File: src/rtl/adc_cmd_arbiter.sv
// adc_cmd_arbiter: two-requester ADC command arbiter with response routing (option: ADC_ARB_FIXED_PRIO_EN)
module adc_cmd_arbiter #(
   parameter int OWNER_DEPTH = 4
) (
   input  logic        clk,
   input  logic        reset,
   input  logic        req0_valid,
   input  logic        req0_sop,
   input  logic        req0_eop,
   input  logic [4:0]  req0_data,
   output logic        req0_ready,
   input  logic        req1_valid,
   input  logic        req1_sop,
   input  logic        req1_eop,
   input  logic [4:0]  req1_data,
   output logic        req1_ready,
   output logic        cmd_valid,
   output logic        cmd_sop,
   output logic        cmd_eop,
   output logic [4:0]  cmd_data,
   input  logic        cmd_ready,
   input  logic        resp_valid,
   input  logic        resp_sop,
   input  logic        resp_eop,
   input  logic [11:0] resp_data,
   input  logic [4:0]  resp_channel,
   output logic        rsp0_valid,
   output logic        rsp0_sop,
   output logic        rsp0_eop,
   output logic [11:0] rsp0_data,
   output logic [4:0]  rsp0_channel,
   output logic        rsp1_valid,
   output logic        rsp1_sop,
   output logic        rsp1_eop,
   output logic [11:0] rsp1_data,
   output logic [4:0]  rsp1_channel,
   output logic [1:0]  grant,
   output logic        owner_full,
   output logic        orphan_err
);
   localparam int PW = (OWNER_DEPTH > 1) ? $clog2(OWNER_DEPTH) : 1;
   localparam logic [PW:0] FULL_CNT = OWNER_DEPTH[PW:0];
   typedef enum logic [1:0] {IDLE, GRANT0, GRANT1} state_t;
   state_t state, state_nxt;
   logic [OWNER_DEPTH-1:0] owner_mem;
   logic [PW-1:0] wr_ptr, rd_ptr;
   logic [PW:0] count;
   logic sel, push, pop, empty, head;
`ifdef ADC_ARB_FIXED_PRIO_EN
   assign sel = !req0_valid;
`else
   logic last_granted;
   assign sel = (req0_valid && req1_valid) ? !last_granted : (req1_valid && !req0_valid);
   // remember who won so the other side wins the next tie
   always_ff @(posedge clk) begin
      if (reset) last_granted <= 1'b1;
      else if (push) last_granted <= sel;
   end
`endif
   assign empty = (count == '0);
   assign owner_full = (count == FULL_CNT);
   assign head = owner_mem[rd_ptr];
   assign pop = resp_valid && resp_eop && !empty;
   assign grant = {state == GRANT1, state == GRANT0};
   assign rsp0_valid = resp_valid && !empty && !head;
   assign rsp1_valid = resp_valid && !empty && head;
   assign rsp0_sop = resp_sop;
   assign rsp0_eop = resp_eop;
   assign rsp0_data = resp_data;
   assign rsp0_channel = resp_channel;
   assign rsp1_sop = resp_sop;
   assign rsp1_eop = resp_eop;
   assign rsp1_data = resp_data;
   assign rsp1_channel = resp_channel;
   // arbitration state register
   always_ff @(posedge clk) begin
      if (reset) state <= IDLE;
      else state <= state_nxt;
   end
   // grant selection and zero-latency command muxing for the granted requester
   always_comb begin
      state_nxt = state;
      push = 1'b0;
      cmd_valid = 1'b0;
      cmd_sop = 1'b0;
      cmd_eop = 1'b0;
      cmd_data = '0;
      req0_ready = 1'b0;
      req1_ready = 1'b0;
      case (state)
         IDLE: begin
            if ((req0_valid || req1_valid) && !owner_full) begin
               state_nxt = sel ? GRANT1 : GRANT0;
               push = 1'b1;
            end
         end
         GRANT0: begin
            cmd_valid = req0_valid;
            cmd_sop = req0_sop;
            cmd_eop = req0_eop;
            cmd_data = req0_data;
            req0_ready = cmd_ready;
            if (req0_valid && cmd_ready && req0_eop) state_nxt = IDLE;
         end
         GRANT1: begin
            cmd_valid = req1_valid;
            cmd_sop = req1_sop;
            cmd_eop = req1_eop;
            cmd_data = req1_data;
            req1_ready = cmd_ready;
            if (req1_valid && cmd_ready && req1_eop) state_nxt = IDLE;
         end
         default: state_nxt = IDLE;
      endcase
   end
   // owner FIFO: id pushed on each grant, popped on each response eop
   always_ff @(posedge clk) begin
      if (reset) begin
         wr_ptr <= '0;
         rd_ptr <= '0;
         count <= '0;
      end else begin
         if (push) begin
            owner_mem[wr_ptr] <= sel;
            wr_ptr <= wr_ptr + 1'b1;
         end
         if (pop) rd_ptr <= rd_ptr + 1'b1;
         if (push && !pop) count <= count + 1'b1;
         else if (pop && !push) count <= count - 1'b1;
      end
   end
   // sticky flag for responses that arrive with no outstanding owner
   always_ff @(posedge clk) begin
      if (reset) orphan_err <= 1'b0;
      else if (resp_valid && empty) orphan_err <= 1'b1;
   end
endmodule

File: config.mk
export PLATFORM = sky130hd
export DESIGN_NAME = adc_cmd_arbiter
export DESIGN_NICKNAME = d
export VERILOG_FILES = /design/src/rtl/adc_cmd_arbiter.sv
export SDC_FILE = /design/constraint.sdc
export NUM_CORES = 1
export LEC_CHECK = 0
export BUFFER_PORTS_ARGS = -buffer_cell sky130_fd_sc_hd__buf_4
export CAP_MARGIN = 20
export CELL_PAD_IN_SITES_DETAIL_PLACEMENT = 1
export CELL_PAD_IN_SITES_GLOBAL_PLACEMENT = 2
export CORE_UTILIZATION = 21
export CTS_CLUSTER_DIAMETER = 80
export CTS_CLUSTER_SIZE = 24
export DETAILED_ROUTE_END_ITERATION = 7
export PLACE_DENSITY = 0.8
export SLEW_MARGIN = 20
export SYNTH_ARGS = -nofsm -noshare
export SYNTH_HDL_FRONTEND = slang
export SYNTH_SLANG_ARGS = --single-unit
File: constraint.sdc
create_clock -name clk -period 2.33 [get_ports clk]
set_input_delay 0.233 -clock clk [delete_from_list [all_inputs] [get_ports clk]]
set_output_delay 0.233 -clock clk [all_outputs]
set_load 0.01 [all_outputs]
==> results of run 1 <==
==> worst min path at each step <==
stage                   endpoint  slack [ns]  cells past startpoint
finish                orphan_err        0.24                      3
global route          orphan_err        0.26                      3
CTS                   orphan_err        0.25                      3
detailed placement  rsp0_data[5]        0.47                      0
global placement    last_granted        0.45                      1
floorplan               state[0]        0.35                      1
==> logic make-up (layout without fill, tap and decap cells) <==
kind of cell	Yosys count	after routing
buffers and inverters	50	51
adder cells (fa/ha/maj)	9	9
flip-flops	15	15
AO/OA/AOI/OAI	19	19
multiplexers	3	3
AND/OR/NAND/NOR	37	37
XOR/XNOR	5	5
==> layout by cell type (no fill, tap or decap), types with 4 or more instances in the layout <==
| master | n |
|---|---|
| and2_1 | 6 |
| edfxtp_1 | 4 |
| buf_4 | 38 |
| nor2_1 | 10 |
| nand2b_1 | 4 |
| inv_1 | 8 |
| ha_1 | 8 |
| nor2b_1 | 9 |
| dfxtp_1 | 11 |
| a22oi_1 | 9 |
==> routing by layer <==
layer | global-route usage | routed length (µm) | up-vias
met4 | 0.0167 | 0 | 0
met5 | 0 | 0 | -
met1 | 0.0960 | 1050 | 386
met3 | 0.0230 | 130 | 0
li1 | - | - | 418
met2 | 0.136 | 1140 | 16
==> metrics by stage <==
stage          instances  total power, mW  setup slack (ns)  area (µm²)  hold WS, ns
2_1_floorplan        138            0.931             0.311        1240        0.350
3_3_place_gp         207             1.07             0.251        1320        0.451
3_5_place_dp         207             1.08             0.156        1320        0.466
4_1_cts              211             1.30             0.140        1360        0.245
5_1_grt              211             1.39            0.0469        1360        0.262
6_report             211             1.27             0.171        1360        0.244
==> layout make-up <==
cell class / instances / area (µm²) / share of cell area
multi-input combinational: 73 / 568 / 0.417
clock buffer: 3 / 41.3 / 0.0303
inverter: 9 / 33.8 / 0.0248
timing repair buffer: 38 / 285 / 0.209
tap: 72 / 90.1 / 0.0661
clock inverter: 1 / 5.00 / 0.00367
sequential: 15 / 340 / 0.250
==> worst max-delay path: stages (launching register included) <==
cell and delay (ns):
dfxtp_1 0.37, o311ai_2 0.40, ha_1 0.26, inv_1 0.06
fa_1 0.37, xor2_1 0.18, or3_1 0.30, a21oi_1 0.15
==> registers in the layout (all words and copies together) (netlist names) <==
register / cells
owner_mem: 4
count: 3
orphan_err: 1
state: 2
rd_ptr: 2
last_granted: 1
wr_ptr: 2
==> report_power, final <==
part	switching, mW	internal [mW]	total (mW)	leakage [nW]
clock	0.0896	0.118	0.208	0.0255
combinational	0.334	0.331	0.665	0.432
sequential	0.0593	0.340	0.400	0.128
total	0.483	0.789	1.27	0.585
==> impl_metrics.csv, run 1 <==
group,metric,value,unit
critical_path,worstSetupEndpointType,"register",
route,drt_iter0_drc,21,
clocking,cts_max_level,1,
logic_synthesis,ys_warn_count,0,
clocking,cts_num_sinks,15,
clocking,cts_made_buffers,3,
final_layout,fin_util,0.243,
clocking,post-cts-setup-buffers,0,
logic_synthesis,synth.area.top_cells,"buf_4 (23%), dfxtp_1 (18%), edfxtp_1 (9.7%)",
critical_path,start_kind,"register",
worst_hold_path,hold_start,"resp_valid",
timing,grt_setup_unrepaired,"no",
flow_run,cap_violations,0,
timing,max_slew.worst_pin.slew,0.414,ns
final_layout,nets,188,
worst_hold_path,hold_class,"primary input to register",
grt,track_usage,0.0786,
clocking,path_clk_slew,0.06,ns
grt,antenna_found_initial,0,
grt,grt_max_degree,15,
route,ant_nets,0,
timing,min_period,2.16,ns
critical_path,rr_worst_depth,7,
logic_synthesis,synth_top_area_cell,"buf_4",
final_layout,nFillCells,692,
logic_synthesis,syn_avg_cell_area,8.98,µm²
logic_synthesis,syn_nets,186,
critical_path,critPathMaxFanout,5,
timing,report.final.slew_viol_count,0,
timing,hold_viol,0,
floorplanning,die-area,0.00621,mm²
placement,hpwl,1920,µm
logic_synthesis,synth_top_cell_area_share,0.230,
clocking,cts_hold_buf,0,
route,vias,820,
logic_synthesis,yosys.area_share.simple,0.164,
route,drcViolationCount,0,
route,via_per_inst,3.89,
critical_path,crit_end,"count[2]",
final_layout,areaGrowthSynthToFinish,10.1,%
logic_synthesis,yosysSeqAreaShare,0.275,
logic_synthesis,muxShareOfSynthArea,0.0343,
route,drt_pass1_iterations,3,
logic_synthesis,synth_fa_ha_area_frac,0.0970,
critical_path,worstSetupStartpoint,"count[0]",
logic_synthesis,syn_area,0.00124,mm²
logic_synthesis,netlist_top_cells_count,"buf_4 (38), dfxtp_1 (11), nor2_1 (10)",
floorplanning,die_h,78.8,µm
clocking,cts.root.buffer_cell,"clkbuf_8",
grt,grt_overflow,0,
critical_path,critPathKind,"register to register",
clocking,clock_latency,0.24,ns
grt,grt_pass1_vias,868,
power,p_leak,0.585,nW
timing,fmax,0.463,GHz
logic_synthesis,synth_xor_area_frac,0.0354,
logic_synthesis,synth_top_family_by_area,"buffers and inverters",
critical_path,cp_data_arrival_time,2.33,ns
critical_path,required,2.50,ns
logic_synthesis,synth-compound-area-share,0.128,
critical_path,r2r_setup_slack,0.17,ns
clocking,ctsResizeCount,0,
logic_synthesis,synth_cell_types,30,
timing,slew_headroom,0.724,
logic_synthesis,synth_edf_count,4,
critical_path,regToRegEndpoint,"count[2]",
floorplanning,ios,93,
timing,fin_crit_sh,0.927,
floorplanning,fp.dieW,78.8,µm
grt,grt_pass1_wl,3920,µm
critical_path,r2r-start,"count[0]",
power,ir_drop,323,µV
logic_synthesis,synthArstFlopShare,0,
route,finalWirelength,2320,µm
final_layout,diodes,0,
route,drt-wirelength-per-cell,11.0,µm
logic_synthesis,syn_inst,138,
placement,place.gp.congestion,0.714,
logic_synthesis,ys_ff_latch,15,
floorplanning,fp-row-count,27,
logic_synthesis,synthFlopType,"dfxtp_1",
power,power.density,933,mW/mm²
clocking,cts_tree,"yes",
floorplanning,start_util,0.221,
timing,tns,0,ns
final_layout,post_route_cells_drive_above_1_share,0.345,
timing,skew,0.00361,ns
clocking,cts_buffer_depth,2,
timing,setup_violations,0,
run_status,status,"finished clean",
placement,port_buffers,38,
floorplanning,core_area,0.00561,mm²
logic_synthesis,synth.most_common_cell,"buf_4",
(Power assumes the default switching activity.)
==> run 2, diff against run 1 <==
--- a/config.mk
+++ b/config.mk
@@ -9,6 +9,7 @@
 export CAP_MARGIN = 20
 export CELL_PAD_IN_SITES_DETAIL_PLACEMENT = 1
 export CELL_PAD_IN_SITES_GLOBAL_PLACEMENT = 2
+export CORE_ASPECT_RATIO = 0.6
 export CORE_UTILIZATION = 21
 export CTS_CLUSTER_DIAMETER = 80
 export CTS_CLUSTER_SIZE = 24
==> run 2 against run 1 <==
Power grew 3.7%. Global-route usage grew 1.2 points. Fmax down 0.30%. Critical path depth up 2. Via count increased by 2.9%. Combinational power increased by 3.9%. Final area grew 1.7%. Highest routed layer is now met4.
==> impl_metrics.csv, run 2 (same netlist as run 1, synthesis figures left out) <==
group,metric,value,unit
route,drcViolationCount,0,
power,total_power,1.32,mW
worst_hold_path,min_path_cells,3,
timing,fin_crit_sh,0.930,
floorplanning,ios,93,
critical_path,r2r-start,"count[1]",
power,p_leak,0.586,nW
critical_path,critPathKind,"register to register",
worst_hold_path,hold_start,"resp_valid",
timing,skew,0.00172,ns
placement,place.gp.congestion,0.723,
worst_hold_path,hold_class,"primary input to register",
placement,dpl-instance-area,0.00133,mm²
route,drt_pass1_iterations,5,
floorplanning,start_util,0.220,
timing,hold_slack,0.246,ns
critical_path,cpMaxStageDelayCell,"dfxtp_1",
final_layout,most-common-layout-cells,"buf_4 (38), nor2_1 (10), dfxtp_1 (10), a22oi_1 (9), nor2b_1 (9)",
clocking,cts_tree,"yes",
timing,grt_setup_unrepaired,"no",
route,vias,844,
final_layout,post_route_cells_drive_above_1_share,0.360,
critical_path,r2r_setup_slack,0.16,ns
critical_path,path_cells,"or3b_4, o211ai_4, inv_2, ha_1, inv_1, fa_1, xor2_1, or3_1, a21oi_1",
grt,grt_pass1_wl,4320,µm
placement,port_buffers,38,
final_layout,stdcell_area,0.00139,mm²
final_layout,regMostFlops,"owner_mem",
clocking,path_clk_slew,0.06,ns
grt,antenna_found_initial,0,
run_status,status,"finished clean",
floorplanning,core_area,0.00562,mm²
final_layout,largestRegisters,"owner_mem (4), count (3)",
critical_path,worstSetupEndpointType,"register",
timing,setup_violations,0,
power,ir_drop,189,µV
timing,max_slew.worst_pin.slew,0.426,ns
route,finalWirelength,2590,µm
flow_run,cap_violations,0,
route,drt-wirelength-per-cell,11.8,µm
timing,slew_headroom,0.716,
route,drt_iter0_drc,21,
timing,tns,0,ns
clocking,clock_latency,0.25,ns
critical_path,rr_worst_depth,9,
route,via_per_inst,3.85,
floorplanning,fp.dieW,101,µm
clocking,cts_num_sinks,15,
clocking,cts_hold_buf,0,
clocking,cts.root.buffer_cell,"clkbuf_8",
final_layout,layout_commonest_cell,"buf_4",
final_layout,nets,188,
grt,track_usage,0.0901,
timing,hold_viol,0,
critical_path,start_kind,"register",
grt,grt_pass1_vias,955,
grt,grt_overflow,0,
worst_hold_path,hold_path_end,"orphan_err",
grt,grt_max_degree,15,
critical_path,regToRegEndpoint,"count[2]",
clocking,cts_made_buffers,3,
placement,hpwl,2060,µm
final_layout,areaGrowthSynthToFinish,12.0,%
clocking,cts_buffer_depth,2,
critical_path,cp_data_arrival_time,2.36,ns
timing,fmax,0.462,GHz
route,ant_nets,0,
timing,report.final.slew_viol_count,0,
critical_path,critPathMaxStageDelay,0.46,ns
critical_path,critPathMaxFanout,7,
timing,min_period,2.17,ns
critical_path,required,2.52,ns
final_layout,largest_reg_flops,4,
final_layout,diodes,0,
floorplanning,fp-row-count,21,
power,power.density,950,mW/mm²
critical_path,worstSetupStartpoint,"count[1]",
floorplanning,die-area,0.00622,mm²
floorplanning,die_h,61.5,µm
clocking,cts_max_level,1,
run 2: cell counts in the layout (fill, tap and decap cells not counted):
Identical to the previous run, type by type.
run 2: how the worst max path moves through the flow:
| stage | endpoint |
|---|---|
| after global placement | count[2] |
| after detailed placement | count[2] |
| final | count[2] |
| after CTS | count[2] |
| after global routing | count[2] |
| after floorplan | count[2] |
run 2: cell type report:
type / instances / area [µm²]
inverters: 9 / 33.8
well taps: 80 / 100
fillers: 681 / 4240
clock inverters: 1 / 5.00
multi-input cells: 73 / 581
flip-flops and latches: 15 / 342
clock buffers: 3 / 41.3
repair buffers: 38 / 285
run 2: critical path, delay by kind of cell (launching register included):
family                   cells  cell delay [ns]
adder cells (fa/ha/maj)      2             0.55
XOR/XNOR                     1             0.18
AND/OR/NAND/NOR              2             0.51
buffers and inverters        2             0.15
flip-flops                   1             0.46
AO/OA/AOI/OAI                2             0.25
run 2: through the flow:
stage | setup slack, ns | std cells | util
final | 0.164 | 219 | 0.247
after global routing | 0.0203 | 219 | 0.247
after CTS | 0.131 | 219 | 0.244
after detailed placement | 0.149 | 215 | 0.236
after global placement | 0.228 | 215 | 0.236
after floorplan | 0.311 | 138 | -
run 2: power by group:
part           leakage (nW)  total, mW  internal, mW  switching (mW)
logic                 0.432      0.691         0.342           0.349
clock network        0.0255      0.221         0.119           0.102
registers             0.128      0.407         0.342          0.0649
run 2: what timing repair did:
item,in CTS,in global routing
setup endpoints to repair,0,1
setup buffers,0,0
resized for setup,0,3
run 2: layer usage:
metal	up-vias	GRT usage	part of all wire
met2	17	0.159	0.50
met1	404	0.108	0.48
met5	-	0	0
li1	421	-	-
met3	2	0.0170	0.022
met4	0	0.0455	0.0031
